<file path="src/rtl/array_pkg.sv">
// Shared types and default dimensions for the systolic array edge blocks.
package array_pkg;

    localparam int ARRAY_HEIGHT = 8;
    localparam int ARRAY_IWIDTH = 8;

    typedef logic signed [ARRAY_IWIDTH-1:0] ifm_t;

    typedef enum logic [1:0] {
        IDLE   = 2'd0,
        STREAM = 2'd1,
        DRAIN  = 2'd2
    } feeder_state_e;

endpackage

</file>
<file path="src/rtl/array_ifm_feeder_skew_line.sv">
// One row of the west-edge skew: a DEPTH-stage {en, clr, data} shift register.
// Define ARRAY_IFM_FEEDER_ZERO_GATE_EN to force data to 0 on disabled stages.
module skew_line #(
    parameter int DEPTH  = 1,
    parameter int IWIDTH = 8
) (
    input  logic                     clk,
    input  logic                     rst_n,
    input  logic                     en_in,
    input  logic                     clr_in,
    input  logic signed [IWIDTH-1:0] data_in,
    output logic                     en_out,
    output logic                     clr_out,
    output logic signed [IWIDTH-1:0] data_out
);

    logic [DEPTH-1:0]         en_q;
    logic [DEPTH-1:0]         clr_q;
    logic signed [IWIDTH-1:0] data_q [DEPTH];

    always_ff @(posedge clk or negedge rst_n) begin
        if (!rst_n) begin
            en_q  <= '0;
            clr_q <= '0;
            for (int k = 0; k < DEPTH; k++) data_q[k] <= '0;
        end else begin
            en_q[0]  <= en_in;
            clr_q[0] <= clr_in;
            for (int k = 1; k < DEPTH; k++) begin
                en_q[k]  <= en_q[k-1];
                clr_q[k] <= clr_q[k-1];
            end
`ifdef ARRAY_IFM_FEEDER_ZERO_GATE_EN
            // Disabled stages carry zero so the multipliers downstream stay quiet.
            data_q[0] <= en_in ? data_in : '0;
            for (int k = 1; k < DEPTH; k++)
                data_q[k] <= en_q[k-1] ? data_q[k-1] : '0;
`else
            if (en_in) data_q[0] <= data_in;
            for (int k = 1; k < DEPTH; k++)
                if (en_q[k-1]) data_q[k] <= data_q[k-1];
`endif
        end
    end

    assign en_out   = en_q[DEPTH-1];
    assign clr_out  = clr_q[DEPTH-1];
    assign data_out = data_q[DEPTH-1];

endmodule

</file>
<file path="src/rtl/array_ifm_feeder.sv">
// West-edge IFM feeder: accepts HEIGHT-wide vectors and emits them skewed by row.
// Define ARRAY_IFM_FEEDER_ZERO_GATE_EN to zero ifm on rows whose en_i is low.
module array_ifm_feeder
    import array_pkg::*;
#(
    parameter int HEIGHT = ARRAY_HEIGHT,
    parameter int IWIDTH = ARRAY_IWIDTH,
    parameter int MAXLEN = 64,
    parameter int CWIDTH = $clog2(MAXLEN + 1)
) (
    input  logic                     clk,
    input  logic                     rst_n,
    input  logic                     in_valid,
    output logic                     in_ready,
    input  logic                     in_last,
    input  logic signed [IWIDTH-1:0] in_data [HEIGHT-1:0],
    output logic [HEIGHT-1:0]        en_i,
    output logic [HEIGHT-1:0]        clr_i,
    output logic signed [IWIDTH-1:0] ifm [HEIGHT-1:0],
    output logic                     busy,
    output logic [CWIDTH-1:0]        vec_cnt,
    output logic                     tile_done
);

    localparam int DW = (HEIGHT > 1) ? $clog2(HEIGHT) : 1;

    feeder_state_e state;
    logic [DW-1:0] drain_cnt;
    logic          accept;
    logic          first_acc;
    logic          end_acc;

    // vec_cnt is 0 in IDLE, so one compare covers both the MAXLEN==1 and saturating cases.
    assign accept    = in_valid && in_ready;
    assign first_acc = accept && (state == IDLE);
    assign end_acc   = accept && (in_last || (vec_cnt == CWIDTH'(MAXLEN - 1)));

    always_ff @(posedge clk or negedge rst_n) begin
        if (!rst_n) begin
            state     <= IDLE;
            in_ready  <= 1'b1;
            busy      <= 1'b0;
            vec_cnt   <= '0;
            drain_cnt <= '0;
            tile_done <= 1'b0;
        end else begin
            tile_done <= 1'b0;
            case (state)
                IDLE, STREAM: begin
                    if (accept) begin
                        busy    <= 1'b1;
                        vec_cnt <= (state == IDLE) ? CWIDTH'(1) : vec_cnt + CWIDTH'(1);
                        if (end_acc) begin
                            state     <= DRAIN;
                            in_ready  <= 1'b0;
                            drain_cnt <= DW'(HEIGHT - 1);
                            tile_done <= 1'(HEIGHT == 1);
                        end else begin
                            state <= STREAM;
                        end
                    end
                end
                DRAIN: begin
                    // tile_done is raised one edge early so it coincides with drain_cnt == 0.
                    if (drain_cnt == '0) begin
                        state    <= IDLE;
                        in_ready <= 1'b1;
                        busy     <= 1'b0;
                        vec_cnt  <= '0;
                    end else begin
                        drain_cnt <= drain_cnt - DW'(1);
                        if (drain_cnt == DW'(1)) tile_done <= 1'b1;
                    end
                end
                default: begin
                    state    <= IDLE;
                    in_ready <= 1'b1;
                    busy     <= 1'b0;
                    vec_cnt  <= '0;
                end
            endcase
        end
    end

    for (genvar h = 0; h < HEIGHT; h++) begin : g_row
        skew_line #(
            .DEPTH  (h + 1),
            .IWIDTH (IWIDTH)
        ) u_line (
            .clk      (clk),
            .rst_n    (rst_n),
            .en_in    (accept),
            .clr_in   (first_acc),
            .data_in  (in_data[h]),
            .en_out   (en_i[h]),
            .clr_out  (clr_i[h]),
            .data_out (ifm[h])
        );
    end

endmodule

</file>
<file path="config.mk">
export PLATFORM = sky130hd
export DESIGN_NAME = array_ifm_feeder
export DESIGN_NICKNAME = d
export VERILOG_FILES = /design/src/rtl/array_pkg.sv /design/src/rtl/array_ifm_feeder_skew_line.sv /design/src/rtl/array_ifm_feeder.sv
export SDC_FILE = /design/constraint.sdc
export NUM_CORES = 1
export LEC_CHECK = 0
export ABC_AREA = 0
export BUFFER_PORTS_ARGS = -buffer_cell sky130_fd_sc_hd__clkbuf_2
export CAP_MARGIN = 20
export CORE_AREA = 2 2 183 149
export DETAILED_ROUTE_END_ITERATION = 6
export DIE_AREA = 0 0 185 151
export PLACE_DENSITY_LB_ADDON = 0.3
export RECOVER_POWER = 50
export SETUP_SLACK_MARGIN = 0.05
export SLEW_MARGIN = 15
export SYNTH_ARGS = -nofsm -noshare
export SYNTH_HDL_FRONTEND = slang
export SYNTH_SLANG_ARGS = --single-unit
</file>
<file path="constraint.sdc">
create_clock -name clk -period 4.9 [get_ports clk]
set_clock_uncertainty 0.2 [all_clocks]
set_input_delay 1.47 -clock clk [delete_from_list [all_inputs] [get_ports clk]]
set_output_delay 1.47 -clock clk [all_outputs]
set_load 0.1 [all_outputs]
</file>
### Word-level counts from Yosys, hierarchy flattened

Cells that the tools add are included.

* flip-flop bits (word level): 375
* input bits: 68
* output and inout port bits: 90

* equal/unequal tests: 8
* add/subtract/negate cells: 2
* multiplexer cells: 22
* reductions and logical operators: 11

Operators with widths (number)
* 7-bit two-way mux: 3
* 7-bit one-hot mux with 2 select lines: 1
* 3-bit two-way mux: 3
* 1-bit two-way mux: 8
* 2-bit inequality test (second input constant): 4
* 7-bit by 1-bit adder with 7-bit output (second input constant): 1
* 7-bit by 6-bit equality test with 1-bit output (second input constant): 1
* 2-bit two-way mux: 3
* 3-bit one-hot mux with 2 select lines: 1
* 1-bit one-hot mux with 2 select lines: 2
* 2-bit one-hot mux with 2 select lines: 1
* 4-bit AND reduction: 1
* 3-bit by 1-bit equality test with 1-bit output (second input constant): 1
* 1-bit logical AND: 3
* 3-bit logical NOT: 1
* 3-bit AND reduction: 1
* 3-bit by 1-bit subtractor with 3-bit output (second input constant): 1
* 2-bit by 1-bit equality test with 1-bit output (second input constant): 1
* 2-bit equality test (second input constant): 1
* 2-bit logical NOT: 1
* 2-bit AND reduction: 1
* 2-bit nonzero test: 1
* 2-bit OR reduction: 1
* 1-bit logical OR: 1

### Longest topological paths before layout

* depth after elaboration: 6
* gate-level depth with buffers: 6
* mapped depth without buffers: 6

### Modules after synthesis

Synthesis repeated with hierarchy kept, for this count alone.

* cells, all modules: 822
* area total of the unflattened synthesis: 14975.6 um^2

Modules (own cells, without submodules)
* skew_line at g_row[7].u_line: seq. area each 2001.9 um^2, cells an instance 160, instances 1, area each 3113.0 um^2
* skew_line at g_row[6].u_line: seq. area each 1751.7 um^2, cells an instance 141, instances 1, area each 2731.4 um^2
* skew_line at g_row[5].u_line: seq. area each 1501.4 um^2, cells an instance 122, instances 1, area each 2349.8 um^2
* skew_line at g_row[4].u_line: seq. area each 1251.2 um^2, cells an instance 103, instances 1, area each 1968.1 um^2
* skew_line at g_row[3].u_line: seq. area each 1001.0 um^2, cells an instance 84, instances 1, area each 1586.5 um^2
* skew_line at g_row[2].u_line: seq. area each 750.7 um^2, cells an instance 65, instances 1, area each 1204.9 um^2
* skew_line at g_row[1].u_line: seq. area each 500.5 um^2, cells an instance 46, instances 1, area each 823.3 um^2
* array_ifm_feeder: seq. area each 376.6 um^2, cells an instance 82, instances 1, area each 817.0 um^2
* skew_line at g_row[0].u_line: seq. area each 250.2 um^2, cells an instance 19, instances 1, area each 381.6 um^2

### Worst setup path before layout

Ideal clock, no wire load.

* path type: register to output
* from: register vec_cnt[5]
* to: output port vec_cnt[5]
* buffers on the path: 0
* setup slack: 2263 ps
* arrival time: 967 ps
* required time: 3230 ps
* cell stages (with the launch flop): 1
* cells stage by stage: dfrtp_1

RTL lines
* start, declared: RTL line array_ifm_feeder.sv:21 `output logic [CWIDTH-1:0] vec_cnt,`
* start signal, assigned: RTL line array_ifm_feeder.sv:52 `vec_cnt <= (state == IDLE) ? CWIDTH'(1) : vec_cnt + CWIDTH'(1);`

No word-level cell between the ends.

### Worst setup path after layout

* from: input port in_valid
* to: register vec_cnt[4]

* longest elaborated chain between the ends: 3

RTL lines
* start, declared: RTL line array_ifm_feeder.sv:13 `input logic in_valid,`
* 1-bit logical AND: RTL line array_ifm_feeder.sv:34 `assign accept = in_valid && in_ready;`
* 2-bit inequality test (no source line)
* 2-bit AND reduction (no source line)

No other way between the ends.
A chain may end at the register's enable or synchronous reset.

==> results.cfg <==
[status]
run_status = finished with violations
violations = capacitance limit, slew limit

[clock_tree]
number_of_cells_upsized_or_downsized_after_cts = 0
cts_setup_buffers = 0
path_clk_slew_ps = 60
cts_buffer_depth = 3
ctsHtreeMaxLevel = 2
postCtsHoldBufs = 0
clock_sinks = 319
worstSkewPairLatency_ps = 490
clock-root-buffer = sky130_fd_sc_hd__clkbuf_16
cts_tree = done
cts-buffers-inserted = 34

[run]
drv.max_cap_violation_count = 7

[routing]
antenna_left = 0
drtIter0Drc = 315
routed_wirelength_um = 22100
detail_route.wl_per_cell_um = 16.0
vias_per_cell = 4.88
dr_total_vias = 6746
post-route-drc-count = 0
first_pass_iters = 4

[sta]
min_period_ps = 3900
pins_over_slew_limit = 378
post-route-period-util_pct = 79.5
final_hold_viol_count = 0
report.final.setup_viol = 0
clock.fmax_mhz = 257
hold-worst-slack_ps = 172
worst-slew-pin-transition_ps = 3690
rsz_0062_raised_after_global_routing = false
totalNegativeSetupSlack_ps = 0
max_slew_margin_pct = -146

[synth]
synth.distinct_cells = 40
yosys.cell_count.top_type = sky130_fd_sc_hd__dfrtp_1
yosys_register_bits = 319
net_count_after_synthesis = 979
synth_area_per_cell_um2 = 13.7
post_synth_instance_area_um2 = 12400
synth_seq_area_share_pct = 64.2
netlist_instances = 907
netlist.top_cell.by_area = sky130_fd_sc_hd__dfrtp_1
ys.flop_type = sky130_fd_sc_hd__dfrtp_1
synth_commonest_cells = sky130_fd_sc_hd__dfrtp_1 (318), sky130_fd_sc_hd__mux2_1 (206), sky130_fd_sc_hd__nand2_1 (198)
largest_cells_by_area_after_synthesis = sky130_fd_sc_hd__dfrtp_1 (64%), sky130_fd_sc_hd__mux2_1 (19%), sky130_fd_sc_hd__nand2_1 (6.0%)
synth_top_cell_area_share_pct = 64.0
synthArstFlopShare_pct = 100
yosys_warnings = 0
count_of_flip_flops_with_a_built_in_enable_after_synthesis = 0

[worst_hold_path]
endpoint_with_the_worst_hold_slack = g_row[5].u_line.clr_q[3]
hp-start = g_row[6].u_line.clr_q[2]
hold_path_depth = 0
timing.hold.worst.class = reg -> reg

[setup_path]
worst_setup_path_start_kind = input pin
timing.rr.end = g_row[6].u_line.data_q[47]
timing.critical_path.cells = clkbuf_2 > nand2_2 > inv_1 > o22ai_1 > a22o_1
worst_setup_path_end_kind = flop
cpLargestDelayFamily = buffers and inverters
worst-path-buf-inv = 2
cp_max_fo = 70
timing.reg2reg.worst_path_depth = 2
cp_data_arrival_time_ps = 4070
crit_path_top_delay_cell = sky130_fd_sc_hd__inv_1
worst-endpoint-required_ps = 5080
critical-path-max-stage-delay_ps = 1670
timing.setup.critical_path_class = in -> reg
rrSetupSlack_ps = 1100
crit-reg2reg-launch = g_row[7].u_line.en_q[0]

[place]
place.gp.congestion = 0.749
dp.cells = 1323
post_dp_cell_area_um2 = 13100
place_hpwl_um = 13500
numPortBuffers = 157

[layout]
design_area_um2 = 14100
final_layout_size_suffix_gt1_share_pct = 24.3
finish.cell_count_without_fillers = 1383
layout.nets = 1074
fill_cells = 2250
area_delta_synth_final_pct = 13.6

[grt]
globalRoute.totalOverflow = 0
grt_pass1_vias = 6902
grt_first_pass_wirelength_um = 37000
global_route.usage.total_pct = 16.7
grt_start_max_net_pins = 100
grt_antenna_before_repair = 2

[floorplanning]
die_footprint_um2 = 27900
placementRows = 53
io_pins = 158
dieWidth_um = 185
floorplan.die.height_um = 151
initial_core_utilization_pct = 47.8
core_area_um2 = 26000
## state kept, by name, indices dropped and copies added (netlist names)
signal,flops
g_row.u_line.data_q,224
g_row.u_line.data_out,64
g_row.u_line.en_q,8
g_row.u_line.clr_q,8
vec_cnt,7
drain_cnt,3
state,2
busy,1
in_ready,1
tile_done,1
## stage by stage
| stage | utilization [%] | worst slack (ps) |
|---|---|---|
| floorplan | - | 2260 |
| global placement | 50.3 | 1790 |
| detailed placement | 50.3 | 1760 |
| CTS | 54.5 | 1320 |
| global route | 54.3 | 652 |
| finish | 54.3 | 1000 |
## placed cells by master (no fill, tap or decap), drive strengths merged, types with 2 or more instances in the layout
cell type,n
dfrtp,318
mux2,224
clkbuf,217
nand2,199
nor2,8
buf,7
a31oi,6
inv,5
a21oi,4
ha,4
clkinv,3
nand2b,3
nand3,3
o21ai,3
xnor2,2
a22oi,2
o22ai,2
a22o,2
## per-layer routing
metal	vias up	global-route usage [%]	share of wire [%]
met4	0	3.85	1.6
met3	37	4.50	5.8
met1	3429	24.4	49
met2	125	25.1	44
li1	3155	-	-
met5	-	0	0
## worst register-to-register path, delay by kind of cell, from the launching register on
family / cells / cell delay, ps
flops: 1 / 350
mux: 1 / 520
buf+inv: 1 / 2590
## final cells by class
class	instances	area, um2	share of cell area (%)
Antenna cell	1	2.50	0.0177
Clock buffer	54	1060	7.49
Clock inverter	5	31.3	0.221
Inverter	5	32.5	0.230
Multi-Input combinational cell	472	3660	26.0
Sequential cell	319	7990	56.6
Tap cell	357	447	3.16
Timing Repair Buffer	170	898	6.36
## how the worst max path moves through the flow
stage                       startpoint                       to  slack, ps  cells past startpoint
6_report                      in_valid               vec_cnt[4]       1000                      5
5_1_grt                          rst_n  g_row[4].u_line.en_q[3]        650                      1
4_1_cts        g_row[6].u_line.en_q[5]                  en_i[5]       1320                      1
3_5_place_dp                  in_valid               vec_cnt[6]       1760                      6
3_3_place_gp                  in_valid               vec_cnt[6]       1790                      6
2_1_floorplan               vec_cnt[5]               vec_cnt[5]       2260                      0
## logic make-up (layout without fill, tap and decap cells)
kind of cell,Yosys count,after routing,share of synthesized area [%]
other,0,1,0
DFF,319,319,64.2
adders and majority gates,4,4,0.403
buffers and inverters,116,234,6.25
xor gates and xnor gates,2,2,0.141
muxes,225,225,20.4
AOI/OAI and AO/OA,22,22,1.43
and+or+nand+nor,219,219,7.16
Power is not shown: default switching activity piles up to over one toggle a cycle in this logic, so the estimate is an artifact.
